File: src/rtl/lock_pkg.sv
// lock_pkg: shared definitions for the digital lock sequencer.
//   - lock_state_e : controller states
//   - DIGIT_W      : width of one keypad digit
//   - code_width() : total code width for a given digit count
package lock_pkg;

  localparam int DIGIT_W = 4;

  typedef enum logic [2:0] {
    S_IDLE    = 3'd0,
    S_ENTRY   = 3'd1,
    S_CHECK   = 3'd2,
    S_OPEN    = 3'd3,
    S_LOCKOUT = 3'd4
  } lock_state_e;

  function automatic int code_width(input int code_len);
    return code_len * DIGIT_W;
  endfunction

endpackage

File: src/rtl/lock_timer.sv
// lock_timer: loadable down-counter shared by the OPEN and LOCKOUT windows.
// Ports:
//   i_clk, i_rst     clock, synchronous active-high reset
//   i_load           load i_load_val this edge (wins over counting)
//   i_load_val       value to load
//   o_value          current count
//   o_done           count has reached zero
module lock_timer #(
  parameter int MAX_CNT = 16,
  parameter int W       = $clog2(MAX_CNT + 1)
) (
  input  logic         i_clk,
  input  logic         i_rst,
  input  logic         i_load,
  input  logic [W-1:0] i_load_val,
  output logic [W-1:0] o_value,
  output logic         o_done
);

  logic [W-1:0] r_value;

  always_ff @(posedge i_clk) begin
    if (i_rst)                r_value <= '0;
    else if (i_load)          r_value <= i_load_val;
    else if (r_value != '0)   r_value <= r_value - 1'b1;
  end

  assign o_value = r_value;
  assign o_done  = (r_value == '0);

endmodule

File: src/rtl/lock_sequencer.sv
// lock_sequencer: collects CODE_LEN digits, compares against the code
// register, holds unlock for UNLOCK_CYCLES on a match and enters a timed
// lockout after MAX_FAIL consecutive mismatches.
// Ports:
//   clk, rst               clock, synchronous active-high reset
//   digit_in, digit_valid  digit and its one-cycle strobe
//   clear                  abort entry / relock early (ignored in lockout)
//   unlock                 lock open (state OPEN)
//   error                  one-cycle mismatch pulse (during CHECK)
//   locked_out             state LOCKOUT
//   busy                   digits are being ignored (CHECK/OPEN/LOCKOUT)
//   fail_cnt               consecutive failure count
//   prog_valid, prog_code  code reprogramming while OPEN
// Build option: define LOCK_CODE_PROG_EN to add the prog_* ports and make
// the code register writable; otherwise the code is fixed at DEFAULT_CODE.
module lock_sequencer
  import lock_pkg::*;
#(
  parameter int                         CODE_LEN       = 4,
  parameter logic [CODE_LEN*DIGIT_W-1:0] DEFAULT_CODE  = 16'h1234,
  parameter int                         UNLOCK_CYCLES  = 8,
  parameter int                         MAX_FAIL       = 3,
  parameter int                         LOCKOUT_CYCLES = 16
) (
  input  logic                           clk,
  input  logic                           rst,
  input  logic [DIGIT_W-1:0]             digit_in,
  input  logic                           digit_valid,
  input  logic                           clear,
`ifdef LOCK_CODE_PROG_EN
  input  logic                           prog_valid,
  input  logic [CODE_LEN*DIGIT_W-1:0]    prog_code,
`endif
  output logic                           unlock,
  output logic                           error,
  output logic                           locked_out,
  output logic                           busy,
  output logic [$clog2(MAX_FAIL+1)-1:0]  fail_cnt
);

  localparam int CODE_W  = code_width(CODE_LEN);
  localparam int FAIL_W  = $clog2(MAX_FAIL + 1);
  localparam int ENT_W   = $clog2(CODE_LEN + 1);
  localparam int TMR_MAX = (UNLOCK_CYCLES > LOCKOUT_CYCLES) ? UNLOCK_CYCLES : LOCKOUT_CYCLES;
  localparam int TMR_W   = $clog2(TMR_MAX + 1);

  lock_state_e       r_state, w_next;
  logic [CODE_W-1:0] r_entry;
  logic [ENT_W-1:0]  r_entry_cnt;
  logic [FAIL_W-1:0] r_fail;
  logic              r_busy;
  logic [CODE_W-1:0] w_code;
  logic [CODE_W-1:0] w_entry_shift;
  logic [FAIL_W-1:0] w_fail_inc;
  logic              w_accept;
  logic              w_match;
  logic              w_error;
  logic              w_tmr_load;
  logic [TMR_W-1:0]  w_tmr_val;
  logic [TMR_W-1:0]  w_tmr_value;
  logic              w_tmr_done;

  // Timer is loaded with N-1 so the state it guards lasts exactly N cycles.
  lock_timer #(.MAX_CNT(TMR_MAX), .W(TMR_W)) u_timer (
    .i_clk      (clk),
    .i_rst      (rst),
    .i_load     (w_tmr_load),
    .i_load_val (w_tmr_val),
    .o_value    (w_tmr_value),
    .o_done     (w_tmr_done)
  );

  // A digit is only taken while collecting, and clear always drops it.
  assign w_accept      = digit_valid && !clear &&
                         (r_state == S_IDLE || r_state == S_ENTRY);
  assign w_entry_shift = (r_entry << DIGIT_W) | CODE_W'(digit_in);
  assign w_match       = (r_entry == w_code);
  assign w_fail_inc    = r_fail + 1'b1;

  always_comb begin
    w_next     = r_state;
    w_error    = 1'b0;
    w_tmr_load = 1'b0;
    w_tmr_val  = '0;
    case (r_state)
      S_IDLE: begin
        if (w_accept) w_next = (CODE_LEN == 1) ? S_CHECK : S_ENTRY;
      end
      S_ENTRY: begin
        if (clear)
          w_next = S_IDLE;
        else if (w_accept && r_entry_cnt == ENT_W'(CODE_LEN - 1))
          w_next = S_CHECK;
      end
      S_CHECK: begin
        if (w_match) begin
          w_next     = S_OPEN;
          w_tmr_load = 1'b1;
          w_tmr_val  = TMR_W'(UNLOCK_CYCLES - 1);
        end else begin
          w_error = 1'b1;
          if (w_fail_inc >= FAIL_W'(MAX_FAIL)) begin
            w_next     = S_LOCKOUT;
            w_tmr_load = 1'b1;
            w_tmr_val  = TMR_W'(LOCKOUT_CYCLES - 1);
          end else begin
            w_next = S_IDLE;
          end
        end
      end
      S_OPEN:    if (clear || w_tmr_done) w_next = S_IDLE;
      S_LOCKOUT: if (w_tmr_done)          w_next = S_IDLE;
      default:   w_next = S_IDLE;
    endcase
  end

  always_ff @(posedge clk) begin
    if (rst) begin
      r_state     <= S_IDLE;
      r_entry     <= '0;
      r_entry_cnt <= '0;
      r_fail      <= '0;
      r_busy      <= 1'b0;
    end else begin
      r_state <= w_next;
      r_busy  <= (w_next == S_CHECK) || (w_next == S_OPEN) || (w_next == S_LOCKOUT);

      // Entry is wiped on every return to IDLE so stale digits never match.
      if (w_next == S_IDLE) begin
        r_entry     <= '0;
        r_entry_cnt <= '0;
      end else if (w_accept) begin
        r_entry     <= w_entry_shift;
        r_entry_cnt <= r_entry_cnt + 1'b1;
      end

      if (r_state == S_CHECK)
        r_fail <= w_match ? '0 : w_fail_inc;
      else if (r_state == S_LOCKOUT && w_tmr_done)
        r_fail <= '0;
    end
  end

`ifdef LOCK_CODE_PROG_EN
  logic [CODE_W-1:0] r_code;

  always_ff @(posedge clk) begin
    if (rst)                                 r_code <= DEFAULT_CODE;
    else if (r_state == S_OPEN && prog_valid) r_code <= prog_code;
  end

  assign w_code = r_code;
`else
  assign w_code = DEFAULT_CODE;
`endif

  // While OPEN the timer can never hold more than the unlock window.
  always_ff @(posedge clk) begin
    if (!rst && r_state == S_OPEN)
      assert (w_tmr_value < TMR_W'(UNLOCK_CYCLES));
  end

  assign unlock     = (r_state == S_OPEN);
  assign locked_out = (r_state == S_LOCKOUT);
  assign error      = w_error;
  assign busy       = r_busy;
  assign fail_cnt   = r_fail;

endmodule

File: config.mk
export PLATFORM = sky130hd
export DESIGN_NAME = lock_sequencer
export DESIGN_NICKNAME = d
export VERILOG_FILES = /design/src/rtl/lock_pkg.sv /design/src/rtl/lock_timer.sv /design/src/rtl/lock_sequencer.sv
export SDC_FILE = /design/constraint.sdc
export NUM_CORES = 1
export LEC_CHECK = 0
export ABC_AREA = 1
export CAP_MARGIN = 20
export CORE_MARGIN = 2
export CORE_UTILIZATION = 50
export CTS_BUF_LIST = sky130_fd_sc_hd__clkbuf_2
export DETAILED_ROUTE_END_ITERATION = 8
export PLACE_DENSITY_LB_ADDON = 0.3
export SLEW_MARGIN = 10
export SYNTH_ARGS = -nofsm -noshare
export SYNTH_HDL_FRONTEND = slang
export SYNTH_HIERARCHICAL = 1
export SYNTH_SLANG_ARGS = --single-unit
File: constraint.sdc
create_clock -name clk -period 1.6 [get_ports clk]
set_clock_uncertainty 0.15 [all_clocks]
set_input_delay 0.32 -clock clk [delete_from_list [all_inputs] [get_ports clk]]
set_output_delay 0.32 -clock clk [all_outputs]
set_load 0.005 [all_outputs]
# [After elaboration in Yosys (flattened, before gate mapping)]
# Index checks and enable logic that the tools add are counted.
[word_totals] output_inout_bits=6 in_bits=8 elab_cells=57 reg_bits=30
[classes] bitwise_logic=1 n_reduce_logical=16 n_addsub=3 magnitude_cmp=1 n_mux=21 n_eq_ne=9
[ops] op="3-bit 2-to-1 mux" n=7
[ops] op="16-bit by 13-bit equality test with 1-bit output (second input constant)" n=1
[ops] op="16-bit by 4-bit bitwise OR with 16-bit output" n=1
[ops] op="3-bit by 2-bit equality test with 1-bit output (second input constant)" n=5
[ops] op="3-bit one-hot mux with 5 select lines" n=1
[ops] op="4-bit 2-to-1 mux" n=3
[ops] op="5-bit 2-to-1 mux" n=2
[ops] op="3-bit equality test (second input constant)" n=2
[ops] op="3-bit zero test" n=2
[ops] op="2-bit 2-to-1 mux" n=3
[ops] op="5-bit zero test" n=1
[ops] op="1-bit 2-to-1 mux" n=5
[ops] op="5-bit nonzero test" n=1
[ops] op="5-bit by 1-bit subtractor with 5-bit output (second input constant)" n=1
[ops] op="1-bit logical AND" n=4
[ops] op="1-bit logical OR" n=4
[ops] op="2-bit nonzero test" n=2
[ops] op="3-bit by 1-bit adder with 3-bit output (second input constant)" n=1
[ops] op="3-bit by 1-bit equality test with 1-bit output (second input constant)" n=1
[ops] op="2-bit by 1-bit adder with 2-bit output (second input constant)" n=1
[ops] op="2-bit >= comparator (second input constant)" n=1
[ops] op="2-bit OR reduction" n=1
[ops] op="1-bit zero test" n=1

# [Logic depth before layout (Yosys ltp)]
# Gate-level depths: netlist of the first run.
[logic_depth] word_depth=10 depth_mapped=12 mapped_depth_nobuf=11

# [By module]
# Netlist of the first run, hierarchy kept.
[by_module_without_submodules] module="lock_sequencer" cells_per_inst=175 seq_area_each_um2=500.5 area_per_inst_um2=1340.0 instances=1
[by_module_without_submodules] module="lock_timer" cells_per_inst=42 seq_area_each_um2=100.1 area_per_inst_um2=290.3 instances=1

# [Worst setup path after synthesis of the first run]
# Ideal clock, no wire load.
[synth_timing] kind="reg-to-reg" from="reg u_timer.r_value[0], in the netlist u_timer/o_value[0]" to="reg r_entry[5]" n_path_buf=1 setup_time_ns=0.118 stages_incl_launch_ff=13 setup_slack_ns=-0.176 t_required_ns=1.332 synth_period_minus_slack_ns=1.776 arrival_ns=1.508 cell_sequence="dfxtp_1 inv_1 ha_1 nand3_2 clkinv_2 inv_1 nand3_1 inv_1 nor2_1 nand3_2 nand2_4 buf_6 a21oi_2"
[synth_between] elab_chain_len=6 elab_cells_between_ends=7 classes_between="mux (3); reduce/logical (4)"
[synth_lines] element="from (decl)" line="lock_timer.sv:20" text="logic [W-1:0] r_value;"
[synth_lines] element="from (signal assigned)" line="lock_timer.sv:24" text="else if (i_load) r_value <= i_load_val;"
[synth_lines] element="from (signal assigned)" line="lock_timer.sv:25" text="else if (r_value != '0) r_value <= r_value - 1'b1;"
[synth_lines] element="5-bit zero test *" line="lock_timer.sv:29" text="assign o_done = (r_value == '0);"
[synth_lines] element="via w_tmr_done" line="lock_sequencer.sv:61" text="logic w_tmr_done;"
[synth_lines] element="1-bit logical OR" line="lock_sequencer.sv:111" text="S_OPEN: if (clear || w_tmr_done) w_next = S_IDLE;"
[synth_lines] element="3-bit 2-to-1 mux" line="lock_sequencer.sv:111"
[synth_lines] element="3-bit one-hot mux with 5 select lines *" line="lock_sequencer.sv:85" text="case (r_state)"
[synth_lines] element="3-bit zero test *" line="lock_sequencer.sv:129" text="if (w_next == S_IDLE) begin"
[synth_lines] element="2-bit OR reduction (no line) *"
[synth_lines] element="to (signal assigned)" line="lock_sequencer.sv:133" text="r_entry <= w_entry_shift;"
[synth_lines] element="to (decl)" line="lock_sequencer.sv:48" text="logic [CODE_W-1:0] r_entry;"
# Mark *: on every way through the listed nets, which the timed path passes. The rest lies on a longest branch.
# A chain may end at the register's enable or synchronous reset.

# [Final worst setup path of the first run]
[layout_timing] from="reg r_entry[13]" to="out error"
[layout_between] elab_chain_len=3
[layout_lines] element="16-bit by 13-bit equality test with 1-bit output" line="lock_sequencer.sv:77" text="assign w_match = (r_entry == w_code);"
[layout_lines] element="1-bit 2-to-1 mux" line="lock_sequencer.sv:96" text="if (w_match) begin"
[layout_lines] element="1-bit 2-to-1 mux" line="lock_sequencer.sv:85"
[layout_lines] element="to (decl)" line="lock_sequencer.sv:35" text="output logic error,"
# No other way between the ends.

==> impl_metrics.yaml, run 1 <==
detailed_routing:
  ant_nets: 0
  via_per_inst: 5.30
  vias: 1771
  routed_wirelength_um: 5610
  dr.pass1.iters: 5
  post_drt_wl_per_cell_um: 16.8
  drc_errors: 0
  drtIter0Drc: 143
floorplan:
  fp-row-count: 20
  die_w_um: 61.1
  coreArea_sq_um: 3080
  fp.dieArea_sq_um: 3730
  start_util_pct: 53.0
  ios: 14
  chipHeight_um: 61.1
global_routing:
  grt_pass1_vias: 1583
  groute.usage.overall_pct: 26.0
  globalRouteOverflowTotal: 0
  grt_pass1_wl_um: 6930
  antenna_found_initial: 0
  grt_max_degree: 24
place:
  io_buffers: 13
  place_area_sq_um: 2110
  placedCellCount: 306
  dpl.hpwl_um: 2360
  globalplace.congestion: 0.827
setup_path:
  max_stage_delay_ns: 0.39
  cp-end-kind: "output pin"
  path_buf_inv: 2
  cp_cell_sequence: "nor2_2 > nand2_1 > nor2_1 > nand2_1 > nand2_2 > inv_2 > buf_6"
  cp.required_ns: 1.13
  critPathMaxFanout: 2
  critPathTopFamily: "simple AND/OR/NAND/NOR gates"
  critical_path_class: "reg2out"
  worst_path_most_repeated_cell: "nand2_1"
  crit_slowest_cell: "dfxtp_2"
  cp.arrival_ns: 1.45
  start_kind: "flop"
sta:
  slew_headroom_pct: 59.5
  worstMarginPinSlew_ns: 0.607
  fmax_mhz: 522
  fin_crit_sh_pct: 120
  holdWs_ns: 0.368
  period_needed_ns: 1.92
  setup-tns-final_ns: -6.56
  setup_viol: 30
  slew_violations: 0
  rsz0062_at_grt: "yes"
  setup_slack_ns: -0.317
  finalHoldViolCount: 0
layout:
  antenna_cells: 0
  final_common_cell: "buf_4"
  multi_input_area_sq_um: 1060
  fin_area_sq_um: 2580
  regArea_sq_um: 622
  stdcell_count: 334
  nets: 301
  final_cell_mix: "37 x buf_4, 33 x inv_1, 29 x nand2_1"
  fillers: 171
  drive_gt1_share_pct: 55.2
  area_growth_pct: 58.4
power:
  peakVddDrop_mv: 0.508
  power_leakage_uw: 0.00113
  p_per_area_nw_per_um2: 753
synthesis:
  netlist_area_sq_um: 1630
  synth-seq-area-share_pct: 36.8
  ys_seq_elements: 30
  synth_nets: 229
  synth_largest_area_cell: "dfxtp_1"
  ys_types: 27
  ys_top_cells_by_area: "dfxtp_1 37%, inv_1 9.7%, mux2_2 8.3%"
  syn-instance-count: 217
  synth_top_area_share_pct: 36.8
  yosys_warnings: 6
  synth.avg_cell_area_sq_um: 7.51
clock_tree:
  cts_buffers: 5
  cts_max_level: 2
  cts_sinks: 30
  cts_buffer_depth: 2
  clkTransAtPathRegs_ns: 0.23
  insertion_delay_ns: 0.43
  root_buffer: "clkbuf_2"
  cts_tree: "yes"
run_status:
  status: "finished with violations"
  violations: "negative setup slack"
min_path:
  worstHoldPathType: "reg2reg"
run:
  cap_violations: 0
==> per-layer routing <==
metal | share of wire (%) | global-route usage, %
met1 | 38 | 28.8
met2 | 53 | 46.7
met3 | 5.2 | 5.04
met4 | 4.3 | 13.7
met5 | 0 | 0
==> tightest hold or removal path: stages (launching register included) <==
cell	delay [ns]
dfxtp_1	0.36
nand3_1	0.08
a21oi_1	0.06
==> registers in the layout, summed over array words and instances (netlist names) <==
| signal | flops |
|---|---|
| busy | 1 |
| fail_cnt | 2 |
| r_entry | 16 |
| r_entry_cnt | 3 |
| r_state | 3 |
| u_timer/o_value | 5 |
==> Yosys cell counts <==
cell,n
a211oi_1,1
a21oi_1,16
a21oi_2,11
buf_2,2
buf_4,2
buf_6,1
clkinv_2,1
conb_1,1
dfxtp_1,30
ha_1,4
inv_1,42
inv_2,3
mux2_1,2
mux2_2,12
nand2_1,34
nand2_2,1
nand2_4,1
nand3_1,8
nand3_2,3
nand3b_1,2
nand4_1,1
nor2_1,24
nor2_2,3
nor3_2,2
o21ai_0,7
or2_2,1
xor2_1,2
==> per-stage QoR <==
stage               setup slack, ns  util (%)  total power [uW]
detailed placement           -0.447      68.5              1430
floorplan                   -0.0112         -              1220
CTS                          -0.241      78.3              1840
finish                       -0.317      83.9              1940
global placement             -0.402      68.5              1410
global route                 -0.385      83.9              2010
==> kinds of logic after synthesis <==
group | after synthesis | synth area share, %
AO/OA/AOI/OAI | 35 | 13.4
XOR/XNOR | 2 | 1.07
adder cells (fa/ha/maj) | 4 | 3.07
buffers and inverters | 51 | 12.9
flip-flops | 30 | 36.8
multiplexers | 14 | 9.67
other | 1 | 0.230
AND/OR/NAND/NOR | 80 | 22.8
==> final timing paths <==
path | startpoint | end | slack (ns) | depth (start not counted)
hold reg to reg | u_timer/o_value[4] | u_timer/o_value[4] | 0.37 | 2
setup reg to reg | r_state[1] | r_entry[6] | -0.31 | 10
setup / recovery | r_entry[13] | error | -0.32 | 7
hold / removal | u_timer/o_value[4] | u_timer/o_value[4] | 0.37 | 2
==> layout make-up <==
class / instances / area share, %
Sequential cell: 30 / 24.1
Inverter: 46 / 6.98
Clock inverter: 3 / 0.630
Clock buffer: 5 / 0.969
Multi-Input combinational cell: 139 / 40.9
Timing Repair Buffer: 67 / 24.3
Tap cell: 44 / 2.13
==> repair_timing <==
action                                  in CTS  in global routing
endpoints found under the setup margin      30                 30
hold buffers                                 0                  0
pin swaps                                   17                 18
buffers inserted                             8                  6
cloned                                       4                  3
resized for setup                           67                 28
==> report_power, final <==
part	switching [uW]	internal, uW	total, uW
clock network	308	99.4	407
logic	387	331	718
registers	29.0	790	819
total	723	1220	1940
(Power assumes the default switching activity.)
==> inputs of run 2 (changes only) <==
--- a/config.mk
+++ b/config.mk
@@ -11,6 +11,7 @@
 export CORE_UTILIZATION = 50
 export CTS_BUF_LIST = sky130_fd_sc_hd__clkbuf_2
 export DETAILED_ROUTE_END_ITERATION = 8
+export HOLD_SLACK_MARGIN = 0.03
 export PLACE_DENSITY_LB_ADDON = 0.3
 export SLEW_MARGIN = 10
 export SYNTH_ARGS = -nofsm -noshare
==> results of run 2 <==
Final layout, timing and power as in run 1 (identical DEF).
